===== src/rtl/seg7_scan_driver.sv =====
// seg7_scan_driver
//   Time-multiplexed driver for an N_DIGITS-digit seven-segment display.
//   A prescaler divides clk into digit slots of DIV cycles each. A digit
//   index walks 0..N_DIGITS-1. The displayed content is double-buffered:
//   a load writes a shadow register, and the shadow is copied into the
//   active register only at a frame boundary, so a frame never mixes old
//   and new content.
//
// Parameters
//   N_DIGITS   number of digits, legal range 2..8
//   DIV        clk cycles per digit slot, legal minimum 2
//   ACTIVE_LOW 1: seg/dp/an are low-true, 0: high-true
//
// Ports
//   clk        clock, rising edge
//   rst        asynchronous active-high reset
//   load       capture data/dp_in/lzb into the shadow register
//   data       4*N_DIGITS hex nibbles, nibble k drives digit k
//   dp_in      decimal-point request per digit
//   lzb        leading-zero blanking enable, captured with load
//   seg        segments, seg[6]=a ... seg[0]=g (registered)
//   dp         decimal-point segment (registered)
//   an         digit enables, at most one active (registered)
//   frame_done one-cycle pulse on the last prescaler cycle of a frame
module seg7_scan_driver #(
   parameter int N_DIGITS   = 4,
   parameter int DIV        = 50000,
   parameter int ACTIVE_LOW = 1
) (
   input  logic                    clk,
   input  logic                    rst,
   input  logic                    load,
   input  logic [4*N_DIGITS-1:0]   data,
   input  logic [N_DIGITS-1:0]     dp_in,
   input  logic                    lzb,
   output logic [6:0]              seg,
   output logic                    dp,
   output logic [N_DIGITS-1:0]     an,
   output logic                    frame_done
);

   localparam int CW = $clog2(DIV);
   localparam int IW = $clog2(N_DIGITS);
   localparam logic [CW-1:0] CNT_LAST = CW'(DIV - 1);
   localparam logic [IW-1:0] IDX_LAST = IW'(N_DIGITS - 1);
   localparam logic          POL      = (ACTIVE_LOW != 0);

   // Scan timing
   logic [CW-1:0] cnt;
   logic [IW-1:0] idx;
   logic          tick;
   logic          frame_bound;

   // Double buffer
   logic [4*N_DIGITS-1:0] sh_data;
   logic [N_DIGITS-1:0]   sh_dp;
   logic                  sh_lzb;
   logic [4*N_DIGITS-1:0] act_data;
   logic [N_DIGITS-1:0]   act_dp;
   logic                  act_lzb;
   logic                  pending;

   // Current-digit view, high-true
   logic [N_DIGITS-1:0] blank_vec;
   logic                run_zero;
   logic [3:0]          cur_nib;
   logic                cur_dp;
   logic                cur_blank;
   logic [N_DIGITS-1:0] an_hot;

   function automatic logic [6:0] hex_to_seg(input logic [3:0] v);
      logic [6:0] s;
      case (v)
         4'h0:    s = 7'b1111110;
         4'h1:    s = 7'b0110000;
         4'h2:    s = 7'b1101101;
         4'h3:    s = 7'b1111001;
         4'h4:    s = 7'b0110011;
         4'h5:    s = 7'b1011011;
         4'h6:    s = 7'b1011111;
         4'h7:    s = 7'b1110000;
         4'h8:    s = 7'b1111111;
         4'h9:    s = 7'b1111011;
         4'hA:    s = 7'b1110111;
         4'hB:    s = 7'b0011111;
         4'hC:    s = 7'b1001110;
         4'hD:    s = 7'b0111101;
         4'hE:    s = 7'b1001111;
         default: s = 7'b1000111;
      endcase
      return s;
   endfunction

   assign tick        = (cnt == CNT_LAST);
   assign frame_bound = tick && (idx == IDX_LAST);
   // Decoded straight from the scan registers so that a load presented in
   // this cycle coincides with the boundary edge.
   assign frame_done  = frame_bound;

   always_ff @(posedge clk or posedge rst) begin
      if (rst) begin
         cnt <= '0;
         idx <= '0;
      end else begin
         cnt <= tick ? '0 : cnt + 1'b1;
         if (tick) begin
            idx <= (idx == IDX_LAST) ? '0 : idx + 1'b1;
         end
      end
   end

   // The copy reads the shadow value from before this edge, so a load on the
   // boundary edge is kept for the next frame with pending still set.
   always_ff @(posedge clk or posedge rst) begin
      if (rst) begin
         sh_data  <= '0;
         sh_dp    <= '0;
         sh_lzb   <= 1'b0;
         act_data <= '0;
         act_dp   <= '0;
         act_lzb  <= 1'b0;
         pending  <= 1'b0;
      end else begin
         if (frame_bound && pending) begin
            act_data <= sh_data;
            act_dp   <= sh_dp;
            act_lzb  <= sh_lzb;
         end
         if (load) begin
            sh_data <= data;
            sh_dp   <= dp_in;
            sh_lzb  <= lzb;
            pending <= 1'b1;
         end else if (frame_bound) begin
            pending <= 1'b0;
         end
      end
   end

   // Leading-zero blanking: walk down from the top digit while nibbles are
   // zero and no decimal point is requested. Digit 0 is never considered.
   always_comb begin
      blank_vec = '0;
      run_zero  = 1'b1;
      for (int k = N_DIGITS - 1; k >= 1; k--) begin
         run_zero     = run_zero & (act_data[4*k +: 4] == 4'h0) & ~act_dp[k];
         blank_vec[k] = run_zero & act_lzb;
      end
   end

   always_comb begin
      cur_nib   = '0;
      cur_dp    = 1'b0;
      cur_blank = 1'b0;
      an_hot    = '0;
      for (int k = 0; k < N_DIGITS; k++) begin
         if (idx == IW'(k)) begin
            cur_nib   = act_data[4*k +: 4];
            cur_dp    = act_dp[k];
            cur_blank = blank_vec[k];
            an_hot[k] = 1'b1;
         end
      end
   end

   // Output stage: one cycle behind the index. Polarity is applied only here.
   always_ff @(posedge clk or posedge rst) begin
      if (rst) begin
         seg <= {7{POL}};
         dp  <= POL;
         an  <= {N_DIGITS{POL}};
      end else begin
         seg <= (cur_blank ? 7'h00 : hex_to_seg(cur_nib)) ^ {7{POL}};
         dp  <= (cur_dp & ~cur_blank) ^ POL;
         an  <= (cur_blank ? '0 : an_hot) ^ {N_DIGITS{POL}};
      end
   end

endmodule


===== config.mk =====
export PLATFORM = sky130hd
export DESIGN_NAME = seg7_scan_driver
export DESIGN_NICKNAME = d
export VERILOG_FILES = /design/src/rtl/seg7_scan_driver.sv
export SDC_FILE = /design/constraint.sdc
export NUM_CORES = 1
export LEC_CHECK = 0
export ABC_AREA = 1
export CAP_MARGIN = 20
export CORE_ASPECT_RATIO = 0.75
export CORE_UTILIZATION = 51
export DETAILED_ROUTE_END_ITERATION = 12
export PLACE_DENSITY = 0.85
export SLEW_MARGIN = 20
export SYNTH_ARGS = -nofsm -noshare
export SYNTH_HDL_FRONTEND = slang
export SYNTH_SLANG_ARGS = --single-unit

===== constraint.sdc =====
create_clock -name clk -period 2.46 [get_ports clk]
set_input_delay 0.492 -clock clk [delete_from_list [all_inputs] [get_ports clk]]
set_output_delay 0.492 -clock clk [all_outputs]
set_load 0.02 [all_outputs]

==> results by stage <==
Clock network:
- No sink is reached through more buffers than the 2 on the longest clock path.
- Gates resized during post-CTS repair numbered 1.
- The later pin in the worst-skew pair is clocked with a latency of 0.36 ns.
- The clock tree from TritonCTS is yes.
- Buffers inserted during clock tree synthesis total 9.
- Buffers inserted to repair hold after CTS numbered 0.
- The clock transition time at the flip-flop clock pins of the worst setup and hold paths is approximately 0.08 ns.
- The tree is rooted in a sky130_fd_sc_hd__clkbuf_8.
- The TritonCTS sink count is 73.
- The count of H-tree levels built during CTS is 3.
- After clock tree synthesis, the setup repair step added 0 buffers.

Timing:
- The part of the cycle the worst path needs is 0.905.
- The routed design could run at a clock period as short as ~2.2 ns.
- The count of endpoints failing hold in the final timing report came to 0.
- The final count of pins violating max slew is 0.
- The worst hold-check slack is around 0.46 ns.
- Headroom to the max-slew limit came out at 0.569.
- Setup repair after global routing left no endpoint under its margin.
- The final setup violation count is 0.
- Timing would allow up to 0.449 GHz.
- The post-route clock skew is roughly 0.011 ns.
- The actual slew at the worst max-slew pin is 0.646 ns.
- Once routing completed, OpenROAD measured the worst setup slack at around 0.23 ns.
- Adding up every negative setup slack in the final design gives 0 ns.

Synthesis:
- Synthesis produced a netlist whose cell count is 440.
- Summing every instance area after synthesis gives roughly 3600 µm².
- For this run, the number of Yosys warnings is 0.
- Synthesis produced a netlist with a net count of 475.
- By count the netlist is led by sky130_fd_sc_hd__nand2_1 (168), sky130_fd_sc_hd__dfrtp_1 (61), sky130_fd_sc_hd__nand3_1 (48).
- The biggest area contributor in the post-synthesis netlist is sky130_fd_sc_hd__dfrtp_1.
- The main flop type after synthesis is sky130_fd_sc_hd__dfrtp_1.
- The synthesized design contains 73 register bits.
- By instance count, the leading cell after synthesis is sky130_fd_sc_hd__nand2_1.
- After synthesis, the share of flip-flops with an asynchronous set or reset is 1.00.
- By area the synthesized netlist is led by sky130_fd_sc_hd__dfrtp_1 (43%), sky130_fd_sc_hd__nand2_1 (18%), sky130_fd_sc_hd__dfstp_2 (8.9%).
- The fraction of post-synthesis cell area in the top cell type by area is 0.429.
- The number of flops mapped to enable cells by yosys is 0.
- The mean instance size in the synthesized netlist is around 8.1 µm².
- The sequential share of the synthesized area is 0.518.
- The distinct cell type count after synthesis is 28.

Run:
- The number of violations of the max-capacitance limit is 0.

Setup path:
- The worst path required time is 1.97 ns.
- Walking the worst path, the cells encountered are ha_1 -> nand3_2 -> nor2_2 -> nand2_2 -> nor2_4 -> dlygate4sd2_1.
- The largest individual stage delay along the critical path comes from the cell sky130_fd_sc_hd__dfrtp_1.
- The worst setup path is of the flop to primary output kind.
- Data on the critical path arrives at its endpoint at 1.73 ns.
- The number of cells on the worst reg-to-reg path is 12.
- The kind of capture point of the worst setup path is a primary output.
- In this run the critical register-to-register path is launched from idx[0].
- The delay contributed by the slowest stage of the critical path is between 0.3 and 0.4 ns.
- The worst register-to-register path has a setup slack of between 0.3 and 0.4 ns.
- The peak fanout along the critical path is 6.
- The category of the worst setup path launch point is a flop.
- In this run the critical register-to-register path is captured at seg[1].

Layout:
- The fraction of layout cells with a size suffix above 1 is 0.122.
- At the end of the flow, the number of nets in the layout was roughly 520.
- The utilization after layout is 0.640.
- Leaving out filler cells and counting taps, the final layout contains between 500 and 600.
- The antenna diode count is 0.
- The area added between synthesis and finish is 17.2%.
- The cell area after layout is around 4200 µm².
- The final-layout fill cell count is 554.

Routing:
- The detail-routed net length per standard cell is 13.3 µm.
- The detailed-router iteration count before antenna repair is 9.
- Wires add up to 7.55 mm.
- After detailed routing, the number of remaining DRC violations is 3.
- The DRC marker count from the first detailed-route iteration is around 230.
- The post-route antenna net violation count is 0.
- The via count normalized by instance count is about 5.2.
- The number of vias in the routed layout is 2,933.

Placement:
- Buffers placed on the I/O ports in this run total 36.
- Before CTS, the worst setup slack after placement is ~0.34 ns.
- The post-DP HPWL is about 5.5 mm.
- Routability-driven placement finished with a final weighted congestion of around 0.87.
- In this run the cell area measured after placement is roughly 4000 µm².
- Once placement completed, the tool counted placed cells totaling 551.

GRT:
- The total global routing track utilization is 0.230.
- The number of global-route vias before repair is roughly 2,700.
- The pin count of the biggest net entering global routing is 74.
- The total grt overflow is 0.
- The wire length of the first global-routing pass is ~13 mm.
- The initial antenna violation count came to 0.

Power:
- The static power due to leakage is around 2.1 nW.
- IR analysis of the VDD net gives a maximum drop of between 0.3 and 0.4 mV.
- Power comes to 2.21 mW.
- The ratio of total power to cell area is 531 nW/µm².

Worst hold path:
- The type of the most critical hold path is flop to flop.
- The start point of the worst min-delay path is cnt[0].
- The path with the worst hold slack has its endpoint at cnt[0].
- The number of cells on the worst hold path is 1.

Die:
- 37 I/O pins were placed.
- The die covers between 7000 and 8000 µm².
- The effective utilization at floorplan is 0.546.
- The core footprint is ~6500 µm².
- In this run the vertical extent of the chip is 74.3 µm.
- The x dimension of the die is about 98 µm.
- The floorplan has 25 rows.

Status:
- The final reports fail on design-rule violations.
- The flow ran to the end, but the final reports show violations.
cell type report:
type	instances	area, µm²	area share
Clock buffer	10	138	0.0330
Sequential cell	73	1840	0.442
Timing Repair Buffer	40	402	0.0964
Multi-Input combinational cell	314	1480	0.356
Tap cell	81	101	0.0243
Clock inverter	5	38.8	0.00931
Inverter	43	163	0.0391
worst max path at each step:
stage	slack (ns)	from	depth (start not counted)	end
2_1_floorplan	0.13	rst	1	act_data[0]
3_3_place_gp	0.36	cnt[0]	6	frame_done
3_5_place_dp	0.34	cnt[0]	6	frame_done
4_1_cts	0.22	cnt[0]	6	frame_done
5_1_grt	0.11	cnt[0]	6	frame_done
6_report	0.23	cnt[0]	6	frame_done
metal layers:
metal  up-vias  part of all wire  track usage  wire, µm
li1       1462                 -            -         -
met1      1385              0.50        0.311      3770
met2        79              0.44        0.361      3310
met3         7             0.056       0.0761       420
met4         0            0.0072       0.0614        54
met5         -                 0            0         0
power by group:
part	switching [mW]	internal, mW	leakage [nW]
clock network	0.460	0.396	0.0895
logic	0.0541	0.0502	1.13
registers	0.0195	1.23	0.920
cell usage in the layout (no fill, tap or decap), drive strengths merged, types with 2 or more instances in the layout:
cell,count
nand3,49
nand4,8
nand2,176
buf,4
nor2,33
clkdlybuf4s50,35
clkbuf,10
xor2,8
nor3,5
a21oi,12
o21ai,8
dfrtp,61
inv,45
clkinv,2
ha,11
dfstp,12
critical path, delay by kind of cell, from the launching register on:
family        cells  cell delay (ns)
buf+inv           1             0.34
simple gates      4             0.46
flops             1             0.38
fa+ha+maj         1             0.20
state kept, by name, indices dropped and copies added, names as in the netlist:
signal    cells
act_lzb       1
idx           2
act_data     16
act_dp        4
sh_data      16
sh_dp         4
pending       1
cnt          16
sh_lzb        1
an            4
dp            1
seg           7
cell families after synthesis:
| family | Yosys count | share of synthesized area |
|---|---|---|
| AOI/OAI and AO/OA | 22 | 0.0320 |
| xor gates and xnor gates | 8 | 0.0197 |
| adders and majority gates | 11 | 0.0387 |
| buffers and inverters | 53 | 0.0651 |
| DFF | 73 | 0.518 |
| and+or+nand+nor | 273 | 0.326 |
Note: power is estimated with default switching activity, not from simulation.
